**config.mk**
```make
export PLATFORM = sky130hd
export DESIGN_NAME = mem_access_unit_flat
export DESIGN_NICKNAME = d
export VERILOG_FILES = /design/src/rtl/mem_access_unit_pkg.sv /design/src/rtl/mem_access_unit_if.sv /design/src/rtl/mem_access_unit_load_align.sv /design/src/rtl/mem_access_unit.sv /design/src/flat_wrapper.sv
export SDC_FILE = /design/constraint.sdc
export NUM_CORES = 1
export LEC_CHECK = 0
export CAP_MARGIN = 25
export CORE_MARGIN = 1.5
export CORE_UTILIZATION = 47
export DETAILED_ROUTE_END_ITERATION = 10
export PLACE_DENSITY = 0.85
export SLEW_MARGIN = 25
export SYNTH_ARGS = -nofsm -noshare
export SYNTH_HDL_FRONTEND = slang
export SYNTH_SLANG_ARGS = --single-unit
```
**constraint.sdc**
```tcl
create_clock -name clk -period 7.8 [get_ports clk]
set_input_delay 1.95 -clock clk [delete_from_list [all_inputs] [get_ports clk]]
set_output_delay 1.95 -clock clk [all_outputs]
set_load 0.01 [all_outputs]
```
**src/rtl/mem_access_unit_pkg.sv**
```systemverilog
// Shared types and encoders for the memory-stage load/store unit:
// size codes, FSM states, latched-op record and byte-lane helpers.
package mem_access_unit_pkg;

    typedef enum logic [1:0] {
        IDLE,
        REQ,
        DONE
    } state_e;

    localparam logic [2:0] F3_B  = 3'b000;
    localparam logic [2:0] F3_H  = 3'b001;
    localparam logic [2:0] F3_W  = 3'b010;
    localparam logic [2:0] F3_BU = 3'b100;
    localparam logic [2:0] F3_HU = 3'b101;

    localparam logic [3:0] BE_B = 4'b0001;
    localparam logic [3:0] BE_H = 4'b0011;
    localparam logic [3:0] BE_W = 4'b1111;

    typedef struct packed {
        logic       is_load;
        logic       is_fp;
        logic       is_lr;
        logic       is_sc;
        logic [2:0] funct3;
        logic [1:0] off;
    } op_t;

    function automatic logic [3:0] byte_enables(input logic [2:0] f3, input logic [1:0] off);
        case (f3[1:0])
            2'b00:   return BE_B << off;
            2'b01:   return BE_H << {off[1], 1'b0};
            default: return BE_W;
        endcase
    endfunction

    function automatic logic misaligned(input logic [2:0] f3, input logic [1:0] off);
        case (f3[1:0])
            2'b00:   return 1'b0;
            2'b01:   return off[0];
            default: return off != 2'b00;
        endcase
    endfunction

    function automatic logic [31:0] store_data(input logic [2:0] f3, input logic [31:0] d);
        case (f3[1:0])
            2'b00:   return {4{d[7:0]}};
            2'b01:   return {2{d[15:0]}};
            default: return d;
        endcase
    endfunction

endpackage

```
**src/rtl/mem_access_unit_if.sv**
```systemverilog
// Data-bus req/ack interface between the load/store unit (master) and memory (slave).
interface mem_access_unit_if;
    logic        dmem_req;
    logic        dmem_we;
    logic [31:0] dmem_addr;
    logic [31:0] dmem_wdata;
    logic [3:0]  dmem_be;
    logic        dmem_ack;
    logic [31:0] dmem_rdata;

    modport master (
        output dmem_req, dmem_we, dmem_addr, dmem_wdata, dmem_be,
        input  dmem_ack, dmem_rdata
    );

    modport slave (
        input  dmem_req, dmem_we, dmem_addr, dmem_wdata, dmem_be,
        output dmem_ack, dmem_rdata
    );
endinterface

```
**src/rtl/mem_access_unit_load_align.sv**
```systemverilog
// Picks the addressed byte/half lane of a read word and sign- or zero-extends it.
module mem_access_unit_load_align
    import mem_access_unit_pkg::*;
(
    input  logic [31:0] word_i,
    input  logic [1:0]  off_i,
    input  logic [2:0]  funct3_i,
    output logic [31:0] data_o
);
    logic [7:0]  byte_sel;
    logic [15:0] half_sel;

    assign byte_sel = word_i[{off_i, 3'b000} +: 8];
    assign half_sel = off_i[1] ? word_i[31:16] : word_i[15:0];

    always_comb begin
        data_o = word_i;
        case (funct3_i)
            F3_B:    data_o = {{24{byte_sel[7]}}, byte_sel};
            F3_BU:   data_o = {24'd0, byte_sel};
            F3_H:    data_o = {{16{half_sel[15]}}, half_sel};
            F3_HU:   data_o = {16'd0, half_sel};
            default: data_o = word_i;
        endcase
    end
endmodule

```
**src/rtl/mem_access_unit.sv**
```systemverilog
// Memory-stage load/store unit: turns EX/MEM control into a req/ack bus access,
// stalls the pipeline while it is outstanding, and tracks the LR/SC reservation.
module mem_access_unit
    import mem_access_unit_pkg::*;
#(
    parameter int unsigned TIMEOUT_CYCLES = 255
) (
    input  logic        clk,
    input  logic        rst,
    input  logic        MemReadM,
    input  logic        MemWriteM,
    input  logic        FPMemM,
    input  logic        LrM,
    input  logic        ScM,
    input  logic [2:0]  Funct3M,
    input  logic [31:0] ALU_ResultM,
    input  logic [31:0] WriteDataM,
    input  logic [31:0] FP_WriteDataM,
    input  logic        ResInvalidate,
    input  logic [31:0] ResInvAddr,
    mem_access_unit_if.master dmem,
    output logic [31:0] ReadDataM,
    output logic [31:0] FP_ReadDataM,
    output logic        StallM,
    output logic        MisalignM,
    output logic        BusErrM
);
    localparam logic [7:0] TIMEOUT_LAST = 8'(TIMEOUT_CYCLES - 1);

    state_e      state_q, state_d;
    logic [7:0]  count_q, count_d;
    op_t         op_q;
    logic [31:0] addr_q, wdata_q, rd_q, fp_q;
    logic [3:0]  be_q;
    logic        we_q, bus_err_q;
    logic        res_valid_q;
    logic [29:0] res_addr_q;

    logic        access, misalign, res_hit, in_idle, sc_fail, start, timeout;
    logic        lr_set, inv_new, inv_cur;
    logic [2:0]  eff_f3;
    logic [1:0]  off;
    logic [31:0] load_data;
    logic        unused_inv_bits;

    // FP, LR and SC accesses are always full words whatever Funct3M says
    assign access   = MemReadM | MemWriteM | LrM | ScM;
    assign eff_f3   = (FPMemM | LrM | ScM) ? F3_W : Funct3M;
    assign off      = ALU_ResultM[1:0];
    assign misalign = access && misaligned(eff_f3, off);
    assign res_hit  = res_valid_q && (res_addr_q == ALU_ResultM[31:2]);
    assign in_idle  = (state_q == IDLE);
    assign sc_fail  = in_idle && ScM && !misalign && !res_hit;
    assign start    = in_idle && access && !misalign && !(ScM && !res_hit);
    assign timeout  = (state_q == REQ) && !dmem.dmem_ack && (count_q == TIMEOUT_LAST);

    assign lr_set   = (state_q == REQ) && dmem.dmem_ack && op_q.is_lr;
    assign inv_new  = ResInvalidate && (ResInvAddr[31:2] == addr_q[31:2]);
    assign inv_cur  = ResInvalidate && (ResInvAddr[31:2] == res_addr_q);
    assign unused_inv_bits = ^ResInvAddr[1:0];

    assign dmem.dmem_we    = we_q;
    assign dmem.dmem_addr  = addr_q;
    assign dmem.dmem_wdata = wdata_q;
    assign dmem.dmem_be    = be_q;

    mem_access_unit_load_align u_align (
        .word_i   (dmem.dmem_rdata),
        .off_i    (op_q.off),
        .funct3_i (op_q.funct3),
        .data_o   (load_data)
    );

    always_ff @(posedge clk or posedge rst) begin
        if (rst) begin
            state_q <= IDLE;
            count_q <= '0;
        end else begin
            state_q <= state_d;
            count_q <= count_d;
        end
    end

    always_comb begin
        state_d = state_q;
        count_d = count_q;
        case (state_q)
            IDLE: begin
                count_d = '0;
                if (start) state_d = REQ;
            end
            REQ: begin
                if (dmem.dmem_ack || timeout) begin
                    state_d = DONE;
                    count_d = '0;
                end else begin
                    count_d = count_q + 8'd1;
                end
            end
            DONE:    state_d = IDLE;
            default: state_d = IDLE;
        endcase
    end

    always_comb begin
        StallM        = 1'b0;
        MisalignM     = 1'b0;
        BusErrM       = 1'b0;
        dmem.dmem_req = 1'b0;
        case (state_q)
            IDLE: begin
                StallM    = start;
                MisalignM = misalign;
            end
            REQ: begin
                StallM        = 1'b1;
                dmem.dmem_req = 1'b1;
            end
            DONE:    BusErrM = bus_err_q;
            default: ;
        endcase
        // A failing SC answers in the same cycle without touching the bus
        ReadDataM    = sc_fail ? 32'd1 : rd_q;
        FP_ReadDataM = fp_q;
    end

    always_ff @(posedge clk or posedge rst) begin
        if (rst) begin
            op_q      <= '0;
            addr_q    <= '0;
            wdata_q   <= '0;
            be_q      <= '0;
            we_q      <= 1'b0;
            rd_q      <= '0;
            fp_q      <= '0;
            bus_err_q <= 1'b0;
        end else begin
            if (start) begin
                addr_q    <= {ALU_ResultM[31:2], 2'b00};
                we_q      <= MemWriteM | ScM;
                be_q      <= byte_enables(eff_f3, off);
                wdata_q   <= FPMemM ? FP_WriteDataM : store_data(eff_f3, WriteDataM);
                op_q      <= '{is_load: MemReadM | LrM, is_fp: FPMemM, is_lr: LrM,
                               is_sc: ScM, funct3: eff_f3, off: off};
                bus_err_q <= 1'b0;
            end
            if (sc_fail) rd_q <= 32'd1;
            if (state_q == REQ) begin
                if (dmem.dmem_ack) begin
                    if (op_q.is_load && op_q.is_fp) begin
                        fp_q <= load_data;
                        rd_q <= '0;
                    end else if (op_q.is_load) begin
                        rd_q <= load_data;
                    end else if (op_q.is_sc) begin
                        rd_q <= '0;
                    end
                end else if (timeout) begin
                    bus_err_q <= 1'b1;
                    rd_q      <= '0;
                    fp_q      <= '0;
                end
            end
        end
    end

    // A snoop hitting the word an LR is completing on beats the new reservation
    always_ff @(posedge clk or posedge rst) begin
        if (rst) begin
            res_valid_q <= 1'b0;
            res_addr_q  <= '0;
        end else if (lr_set) begin
            res_valid_q <= !inv_new;
            res_addr_q  <= addr_q[31:2];
        end else if (inv_cur || (in_idle && ScM) || (start && MemWriteM && res_hit)) begin
            res_valid_q <= 1'b0;
        end
    end
endmodule

```
**src/flat_wrapper.sv**
```systemverilog
// flat-port wrapper written by rule: the top's interface ports become plain ports
module mem_access_unit_flat import mem_access_unit_pkg::*;
#(
    parameter int unsigned TIMEOUT_CYCLES = 255
)
  (clk, rst, MemReadM, MemWriteM, FPMemM, LrM, ScM, Funct3M, ALU_ResultM, WriteDataM, FP_WriteDataM, ResInvalidate, ResInvAddr, ReadDataM, FP_ReadDataM, StallM, MisalignM, BusErrM, dmem_dmem_req, dmem_dmem_we, dmem_dmem_addr, dmem_dmem_wdata, dmem_dmem_be, dmem_dmem_ack, dmem_dmem_rdata);
  mem_access_unit_if dmem_i ();
  input  logic clk;
  input  logic rst;
  input  logic MemReadM;
  input  logic MemWriteM;
  input  logic FPMemM;
  input  logic LrM;
  input  logic ScM;
  input  logic [2:0] Funct3M;
  input  logic [31:0] ALU_ResultM;
  input  logic [31:0] WriteDataM;
  input  logic [31:0] FP_WriteDataM;
  input  logic ResInvalidate;
  input  logic [31:0] ResInvAddr;
  output logic [31:0] ReadDataM;
  output logic [31:0] FP_ReadDataM;
  output logic StallM;
  output logic MisalignM;
  output logic BusErrM;
  output wire logic [$bits(dmem_i.dmem_req)-1:0] dmem_dmem_req;
  output wire logic [$bits(dmem_i.dmem_we)-1:0] dmem_dmem_we;
  output wire logic [$bits(dmem_i.dmem_addr)-1:0] dmem_dmem_addr;
  output wire logic [$bits(dmem_i.dmem_wdata)-1:0] dmem_dmem_wdata;
  output wire logic [$bits(dmem_i.dmem_be)-1:0] dmem_dmem_be;
  input wire logic [$bits(dmem_i.dmem_ack)-1:0] dmem_dmem_ack;
  input wire logic [$bits(dmem_i.dmem_rdata)-1:0] dmem_dmem_rdata;
  assign dmem_dmem_req = dmem_i.dmem_req;
  assign dmem_dmem_we = dmem_i.dmem_we;
  assign dmem_dmem_addr = dmem_i.dmem_addr;
  assign dmem_dmem_wdata = dmem_i.dmem_wdata;
  assign dmem_dmem_be = dmem_i.dmem_be;
  assign dmem_i.dmem_ack = dmem_dmem_ack;
  assign dmem_i.dmem_rdata = dmem_dmem_rdata;
  mem_access_unit #(.TIMEOUT_CYCLES(TIMEOUT_CYCLES)) u_core (.clk(clk), .rst(rst), .MemReadM(MemReadM), .MemWriteM(MemWriteM), .FPMemM(FPMemM), .LrM(LrM), .ScM(ScM), .Funct3M(Funct3M), .ALU_ResultM(ALU_ResultM), .WriteDataM(WriteDataM), .FP_WriteDataM(FP_WriteDataM), .ResInvalidate(ResInvalidate), .ResInvAddr(ResInvAddr), .dmem(dmem_i), .ReadDataM(ReadDataM), .FP_ReadDataM(FP_ReadDataM), .StallM(StallM), .MisalignM(MisalignM), .BusErrM(BusErrM));
endmodule
```
Word-level counts from Yosys, hierarchy flattened
Cells that the tools add are included.

Register bits: 182. Output and inout port bits: 137. Logic and storage cells: 108.

Add/sub/neg operators: 1. Equality and inequality tests: 13. Shift operators: 3. Mux-type cells: 32. Bitwise logic cells: 7. Reductions and logical operators: 35.

Operators by type and width (number): 32-bit two-way mux (11); 32-bit case mux with 4 select lines (1); 30-bit == test (3); 32-bit case mux with 2 select lines (1); 32-bit by 6-bit variable part select with 8-bit output (1); 1-bit logical AND (18); 16-bit two-way mux (1); 8-bit case mux with 2 select lines (1); 1-bit two-way mux (9); 8-bit by 1-bit adder with 8-bit output (second input constant) (1); 8-bit == test (second input constant) (1); 8-bit two-way mux (1); 4-bit case mux with 2 select lines (1); 2-bit nonzero test (4); 1-bit OR (7); 3-bit == test (second input constant) (2); 1-bit zero test (5); 2-bit by 1-bit == test with 1-bit output (second input constant) (2); 2-bit zero test (2); 2-bit two-way mux (2); 2-bit != test (second input constant) (2); 1-bit case mux with 2 select lines (2); 2-bit case mux with 2 select lines (1); 1-bit by 2-bit << shifter with 4-bit output (first input constant) (1); 9 further kinds (11).

Logic depth before layout (Yosys ltp)
Gate-level depths: netlist of run 1.

Word-level depth: 15. Mapped depth: 10.

Modules after synthesis
Synthesis of run 1 repeated with hierarchy kept, for this count alone.

Cells, all modules: 894. Area, all modules: 9803.2 um^2.

Modules (own cells, without submodules): mem_access_unit (times used 1, cells each 798, area each 8957.3 um^2, sequential area each 4554.4 um^2); mem_access_unit_load_align (times used 1, cells each 96, area each 845.8 um^2, sequential area each 0.0 um^2).

Least setup slack after synthesis of run 1
Ideal clock, no wire load.

Kind: input-to-output. Start point: input FPMemM. End point: output ReadDataM[27]. Arrival: 3899 ps. Required time: 5850 ps. Slack: 1951 ps. Stages: 10. Buffers on the path: 4. Path through: clkbuf_1 > or4_1 > buf_2 > nor2_4 > a2bb2oi_4 > and2b_1 > and2_1 > buf_2 > buf_2 > nor2b_1.

Longest elaborated chain between the ends: 10. Elaborated cells between the ends (all ways): 11. Those cells by class: 1 x eq/ne; 3 x mux; 2 x bitwise; 5 x reduce/logical.

Ends and longest elaborated chain: start, declared (RTL line flat_wrapper.sv:12) `input logic FPMemM;`; 1-bit OR * (2 in a row) (RTL line mem_access_unit.sv:48) `assign eff_f3 = (FPMemM | LrM | ScM) ? F3_W : Funct3M;`; 3-bit two-way mux * (RTL line mem_access_unit.sv:48); 2-bit by 1-bit == test with 1-bit output or 2-bit zero test (tied branches) (RTL line mem_access_unit_pkg.sv:39) `case (f3[1:0])`; 1-bit case mux with 2 select lines * (RTL line mem_access_unit_pkg.sv:39); 1-bit logical AND * (RTL line mem_access_unit.sv:50) `assign misalign = access && misaligned(eff_f3, off);`; 1-bit zero test * (RTL line mem_access_unit.sv:53) `assign sc_fail = in_idle && ScM && !misalign && !res_hit;`; 1-bit logical AND * (2 in a row) (RTL line mem_access_unit.sv:53); 32-bit two-way mux * (RTL line mem_access_unit.sv:123) `ReadDataM = sc_fail ? 32'd1 : rd_q;`; end, declared (RTL line flat_wrapper.sv:21) `output logic [31:0] ReadDataM;`.

Mark *: on every way between the ends. The rest lies on a longest branch, timed or not.

Worst setup path in the final report of run 1
Start point: input LrM. End point: output ReadDataM[7].

Longest elaborated chain between the ends: 10. Elaborated cells between the ends (all ways): 13. Those cells by class: 1 x eq/ne; 3 x mux; 4 x bitwise; 5 x reduce/logical.

Ends and longest elaborated chain: start, declared (RTL line flat_wrapper.sv:13) `input logic LrM;`; 1-bit OR (2 in a row) (RTL line mem_access_unit.sv:48); 3-bit two-way mux (RTL line mem_access_unit.sv:48); 2-bit by 1-bit == test with 1-bit output or 2-bit zero test (tied branches) (RTL line mem_access_unit_pkg.sv:39); 1-bit case mux with 2 select lines (RTL line mem_access_unit_pkg.sv:39); 1-bit logical AND * (RTL line mem_access_unit.sv:50); 1-bit zero test * (RTL line mem_access_unit.sv:53); 1-bit logical AND * (2 in a row) (RTL line mem_access_unit.sv:53); 32-bit two-way mux * (RTL line mem_access_unit.sv:123).

Marks and branches as above.

==> out/metrics.cfg, run 1 <==
[run_status]
status=complete, no violations

[yosys]
synth_compound_area_share_pct=14.1
synth_edf_count=0
synth_top_family_by_area=compound AO/OA/AOI/OAI gates
synth-async-reset-ratio_pct=100
seq_area_frac_synth_pct=48.3
syn_inst=847
synth_simple_gate_area_share_pct=11.9
synthMuxAreaShare_pct=13.7
synth_top_area_cell=dfrtp_1
synth_xor_area_share_pct=8.45
syn_area_per_cell_um2=11.1
synth_area_leaders=dfrtp_1, mux2_2, xnor2_1
ys_ff_latch=182
synth_area_mm2=0.00944
yosysWarnings=0
synthAdderAreaFrac_pct=0.265
synth_cell_type_count=59
synth_ff_type=dfrtp_1
yosysTopAreaCellShare_pct=48.3

[worst_setup_path]
r2r_cells=8
crit_slowest_cell=or4_1
r2r_start=u_core.res_addr_q[5]$_DFFE_PP0P_
crit_type=in2out
crit_chain=clkdlybuf4s50_1 -> or4_1 -> nor2_4 -> a2bb2oi_4 -> and2b_1 -> and2_1 -> buf_4 -> nor2b_1 -> clkdlybuf4s50_1
path_max_fanout=37
startpoint_type=primary input
cp_data_required_time_ns=5.85
crit_top_cell=clkdlybuf4s50_1
cp-end-kind=output pin
critPathLaunch=LrM
cp.arrival_ns=5.15
critical_path.max_stage_delay_ns=0.62

[routing]
drt_pass1_iterations=5
route.detailed.drc=0
detail_route.wl_per_cell_um=20.6
antenna_left=0
drt_iter0_markers=499
finalWirelength_um=29200
vias_per_cell=5.60
vias=7934

[power_and_ir_drop]
leakage_nw=5.51
power.density_mw_per_mm2=290
ir_worst_vdd_v=0.000190

[grt]
met1_usage_pct=35.3
track_usage_pct=28.3
grt_overflow=0
grt_max_degree=78
grt_pass1_vias=8126
busiest_layer=met2
grt_util_met2_pct=46.1
antenna_found_initial=2
met3_usage_pct=8.19
grt_pass1_wl_um=44500

[die]
rows=51
initial_utilization_pct=48.2
core_area_mm2=0.0196
die_height_um=145
die_w_um=145
io_pins=309
dieArea_mm2=0.0209

[sta]
tightest_slew_ns=0.947
hold_viol_final=0
slew_viol_final=0
skew_ns=0.0164
relSlewSlack_pct=36.4
rsz0062_at_grt=no
min_period_over_period_pct=91.0
fmax_mhz=141
worst_slack_ns=0.701
final.min_clock_period_ns=7.10
fin_tns_setup_ns=0
finalSetupViolations=0

[placed_design]
port_buffers=304
post-place-ws_ns=0.703
gp_congestion=0.911
hpwlAfterDp_um=21900

[final_layout]
nets=1310
area_growth_pct=41.2
drive_gt1_share_pct=13.6

[flow_run]
drv_cap=0

[clocking]
cts_buffer_depth=2
clk_latency_ns=0.43
cts_inserted_buffers=17
htree_levels=4
root_buffer=clkbuf_16
ctsResizeCount=0
post_cts_buffers=0
cts.sinks=182
cts_tree=built
hold_buffers=0
clkTransAtPathRegs_ns=0.07

[worst_hold_path]
worst_hold_path.num_cells=1
min_from=u_core.dmem.dmem_be[1]$_DFFE_PP0P_
min_path_type=reg2reg

## path summary, 6_finish.rpt
path / endpoint / slack (ns)
max: ReadDataM[7] / 0.70
min: u_core.dmem.dmem_be[1]$_DFFE_PP0P_ / 0.49
max reg2reg: u_core.dmem.dmem_addr[20]$_DFFE_PP0P_ / 4.74
min reg2reg: u_core.dmem.dmem_be[1]$_DFFE_PP0P_ / 0.49
max in group asynchronous: u_core.rd_q[22]$_DFF_PP0_ / 4.83
min in group asynchronous: u_core.res_addr_q[22]$_DFFE_PP0P_ / 1.90
## synth_stat cells (22+ instances only)
cell type  instances
nand2b_1          22
xnor2_1           76
mux2_2            97
nor2_1            22
nor2b_1           40
a21oi_1           22
a22o_1            48
nand2_1           52
o21ai_0           53
clkbuf_1          25
dfrtp_1          182
nand4_1           23
## where the power goes
group	switching (mW)	total, mW	internal, mW	leakage (nW)
combinational	0.585	1.45	0.861	2.95
sequential	0.278	1.53	1.25	2.27
clock	0.410	0.898	0.488	0.295
total	1.27	3.87	2.60	5.51
## flip-flops by register name, indices dropped and copies added (netlist names), 2 cells and up
name	cells
u_core.res_addr_q	30
u_core.state_q	2
u_core.count_q	8
u_core.dmem.dmem_addr	30
u_core.dmem.dmem_wdata	32
u_core.op_q	9
u_core.FP_ReadDataM	32
u_core.dmem.dmem_be	4
u_core.rd_q	32
## critical path, delay by kind of cell
kind                   cells  cell delay (ns)
AND/OR/NAND/NOR            5             1.51
buffers and inverters      3             1.43
AO/OA/AOI/OAI              1             0.24
## layer usage
| layer | share of wire, % | vias up |
|---|---|---|
| met5 | 0 | - |
| met4 | 3.5 | 0 |
| met3 | 8.1 | 55 |
| met2 | 48 | 350 |
| met1 | 40 | 3881 |
| li1 | - | 3648 |
## cell families after synthesis
family	after synthesis
flops	182
simple gates	203
other cells	1
compound gates	184
buf+inv	69
fa+ha+maj	2
xor+xnor	91
mux	115
## placed cells by master (no fill, tap or decap), drive strengths merged, types with 3 or more instances in the layout
cell type and instances:
xor2 15, xnor2 76, nor3b 9, nor4 10, nor3 3, nand2 52, nand3 8, o22ai 16
o21ai 54, o21a 4, a221o 16, dfrtp 182, nor2 23, nand4 23, or4 3, a21oi 23
mux2i 10, clkinv 3, buf 15, clkdlybuf4s50 303, a2bb2oi 3, a222oi 6, a22o 48, mux2 104
nor2b 40, inv 28, clkbuf 17, nand2b 23
## final cells by class
class	count	area [µm²]
Fill cell	1503	6260
Multi-Input combinational cell	597	4590
Sequential cell	182	4550
Timing Repair Buffer	318	3160
Clock buffer	17	425
Tap cell	265	332
Clock inverter	15	180
Inverter	20	80.1
Antenna cell	2	5.00
## through the flow
step	std cells	instance area (µm²)	power (mW)	hold WS [ns]	utilization (%)
2_1_floorplan	848	9440	2.21	0.449	-
3_3_place_gp	1381	12700	2.93	0.471	64.7
3_5_place_dp	1381	12700	2.97	0.479	64.7
4_1_cts	1413	13300	3.88	0.495	67.8
5_1_grt	1416	13300	4.06	0.508	68.0
6_report	1416	13300	3.87	0.491	68.0
(Power assumes the default switching activity.)
==> run 2: changes to the inputs <==
- CORE_UTILIZATION: 47 -> 42
- PLACE_DENSITY: 0.85 -> 0.8
- clock period: 7.8 -> 6 ns (I/O delays scaled with it)
==> out/metrics.cfg, run 2 (same netlist as run 1, synthesis figures left out) <==
[clocking]
cts.sinks=182  ; unchanged
htree_levels=4  ; unchanged
cts_buffer_depth=2  ; unchanged
clkTransAtPathRegs_ns=0.07  ; about the same
post_cts_buffers=0  ; unchanged
ctsResizeCount=0  ; unchanged
root_buffer=clkbuf_16  ; unchanged
hold_buffers=0  ; unchanged
cts_tree=built  ; unchanged
clk_latency_ns=0.44  ; was 0.43 ns
cts_inserted_buffers=17  ; unchanged

[sta]
min_period_over_period_pct=95.1
slew_viol_final=0  ; unchanged
tightest_slew_ns=0.961  ; was 0.947 ns
relSlewSlack_pct=35.4  ; was 36.4%
final.min_clock_period_ns=5.71
fmax_mhz=175
rsz0062_at_grt=no  ; unchanged
worst_slack_ns=0.295  ; was 0.701 ns
finalSetupViolations=0  ; unchanged
hold_viol_final=0  ; unchanged
fin_tns_setup_ns=0  ; unchanged
skew_ns=0.0204  ; was 0.0164 ns

[placed_design]
post-place-ws_ns=0.278  ; was 0.703 ns
gp_congestion=0.866  ; was 0.911
hpwlAfterDp_um=21900  ; about the same
port_buffers=304  ; unchanged
post_dp_cell_area_mm2=0.0128  ; was 0.0127 mm²

[final_layout]
utilization_pct=60.9  ; was 68.0%
nFillCells=1832  ; was 1503
layout_common_cells=clkdlybuf4s50_1, dfrtp_1, mux2_2  ; unchanged
nets=1312  ; was 1310
multi_input_area_mm2=0.00460  ; was 0.00459 mm²
drive_gt1_share_pct=13.7  ; was 13.6%
final_common_cell=clkdlybuf4s50_1  ; unchanged
n_antenna_cell=0  ; was 2
area_growth_pct=41.6  ; was 41.2%
seq_area_mm2=0.00455  ; unchanged
finalInstanceArea_mm2=0.0134  ; was 0.0133 mm²

[grt]
grt_pass1_vias=8100  ; was 8126
grt_pass1_wl_um=45900  ; was 44500 µm
grt_max_degree=131  ; was 78
antenna_found_initial=0  ; was 2
track_usage_pct=25.3  ; was 28.3%
grt_overflow=0  ; unchanged

[worst_setup_path]
critical_path.max_stage_delay_ns=0.65  ; was 0.62 ns
cp.arrival_ns=4.21  ; was 5.15 ns
crit_type=in2out  ; unchanged
r2r_cells=9  ; was 8
crit_top_cell=clkdlybuf4s50_1  ; unchanged
r2r_slack_ns=3.06  ; was 4.74 ns
crit_slowest_cell=or4_1  ; unchanged
cp-end-kind=output pin  ; unchanged
r2r_start=u_core.res_addr_q[5]$_DFFE_PP0P_  ; unchanged
worstReg2RegEnd=u_core.dmem.dmem_wdata[5]$_DFFE_PP0P_  ; was u_core.dmem.dmem_addr[20]$_DFFE_PP0P_
path_max_fanout=37  ; unchanged
path_depth=9  ; unchanged
startpoint_type=primary input  ; unchanged
crit_chain=clkdlybuf4s50_1 -> or4_1 -> nor2_4 -> a2bb2oi_4 -> and2b_1 -> and2_1 -> buf_12 -> nor2b_1 -> clkdlybuf4s50_1  ; was clkdlybuf4s50_1 -> or4_1 -> nor2_4 -> a2bb2oi_4 -> and2b_1 -> and2_1 -> buf_4 -> nor2b_1 -> clkdlybuf4s50_1
crit_family=simple AND/OR/NAND/NOR gates  ; unchanged
cp_data_required_time_ns=4.50  ; was 5.85 ns
crit_buf_inv=3  ; unchanged

[routing]
vias_per_cell=5.52  ; was 5.60
finalWirelength_um=29200  ; about the same
antenna_left=0  ; unchanged
route.detailed.drc=19  ; was 0
drt_iter0_markers=434  ; was 499
drt_pass1_iterations=8  ; was 5
detail_route.wl_per_cell_um=20.4  ; was 20.6 µm
vias=7900  ; was 7934

[worst_hold_path]
hold_end=u_core.dmem.dmem_be[3]$_DFFE_PP0P_  ; was u_core.dmem.dmem_be[1]$_DFFE_PP0P_
worst_hold_path.num_cells=1  ; unchanged
min_from=u_core.dmem.dmem_be[3]$_DFFE_PP0P_  ; was u_core.dmem.dmem_be[1]$_DFFE_PP0P_
min_path_type=reg2reg  ; unchanged

[die]
die_w_um=153  ; was 145 µm
initial_utilization_pct=43.0  ; was 48.2%
die_height_um=153  ; was 145 µm
dieArea_mm2=0.0234  ; was 0.0209 mm²
io_pins=309  ; unchanged
core_area_mm2=0.0220  ; was 0.0196 mm²
rows=54  ; was 51

[power_and_ir_drop]
pwr-share-clk_pct=22.3  ; was 23.2%
finalPower_mw=4.95  ; was 3.87 mW
intPower_mw=3.31  ; was 2.60 mW
switching_share_pct=33.2  ; was 32.9%
seqPwrFrac_pct=40.0  ; was 39.4%
leakage_nw=5.51  ; about the same
power.density_mw_per_mm2=371  ; was 290 mW/mm²
comb_power_share_pct=37.7  ; was 37.4%
ir_worst_vdd_v=0.000197  ; was 0.000190 V
switchingPower_mw=1.64  ; was 1.27 mW

[run_status]
status=complete, but fails checks  ; was complete, no violations
violations=design-rule violations

[flow_run]
drv_cap=0  ; unchanged

[run 2: cell count changes in the layout (fill, tap and decap cells not counted), sizes merged]
cell and delta:
buf +2, bufinv -2, clkbuf +2, clkinv +3, clkinvlp +1, diode -2
inv -4
[run 2: how the worst max path moves through the flow]
| stage | start | end |
|---|---|---|
| after floorplan | FPMemM | ReadDataM[27] |
| after global placement | ScM | ReadDataM[23] |
| after detailed placement | ScM | ReadDataM[23] |
| after CTS | ScM | ReadDataM[23] |
| after global routing | ScM | ReadDataM[6] |
| final | ScM | ReadDataM[23] |
[run 2: stage by stage]
stage / hold WS (ns) / cells
after floorplan: 0.449 / 848
after global placement: 0.476 / 1398
after detailed placement: 0.479 / 1398
after CTS: 0.495 / 1430
after global routing: 0.511 / 1431
final: 0.492 / 1431
[run 2: power groups by stage]
stage | clock network [mW] | logic [mW] | registers, mW
after floorplan | 0 | 0.864 | 2.01
after global placement | 0 | 1.83 | 1.98
after detailed placement | 0 | 1.87 | 2.00
after CTS | 1.14 | 1.88 | 1.98
after global routing | 1.19 | 2.00 | 2.04
final | 1.11 | 1.87 | 1.98
[run 2: cell type report]
type,instances,area share [%]
timing repair buffer,320,24.0
inverter,20,0.590
sequential,182,34.1
clock buffer,19,3.31
clock inverter,13,1.02
tap,280,2.62
multi-input combinational,597,34.4
[run 2: layer usage]
layer / vias to the layer above / global-route usage [%] / part of all wire [%]
met5: - / 0 / 0
met4: 0 / 8.22 / 2.4
met3: 36 / 7.31 / 8.1
met2: 317 / 41.2 / 48
met1: 3903 / 32.3 / 41
li1: 3644 / - / -
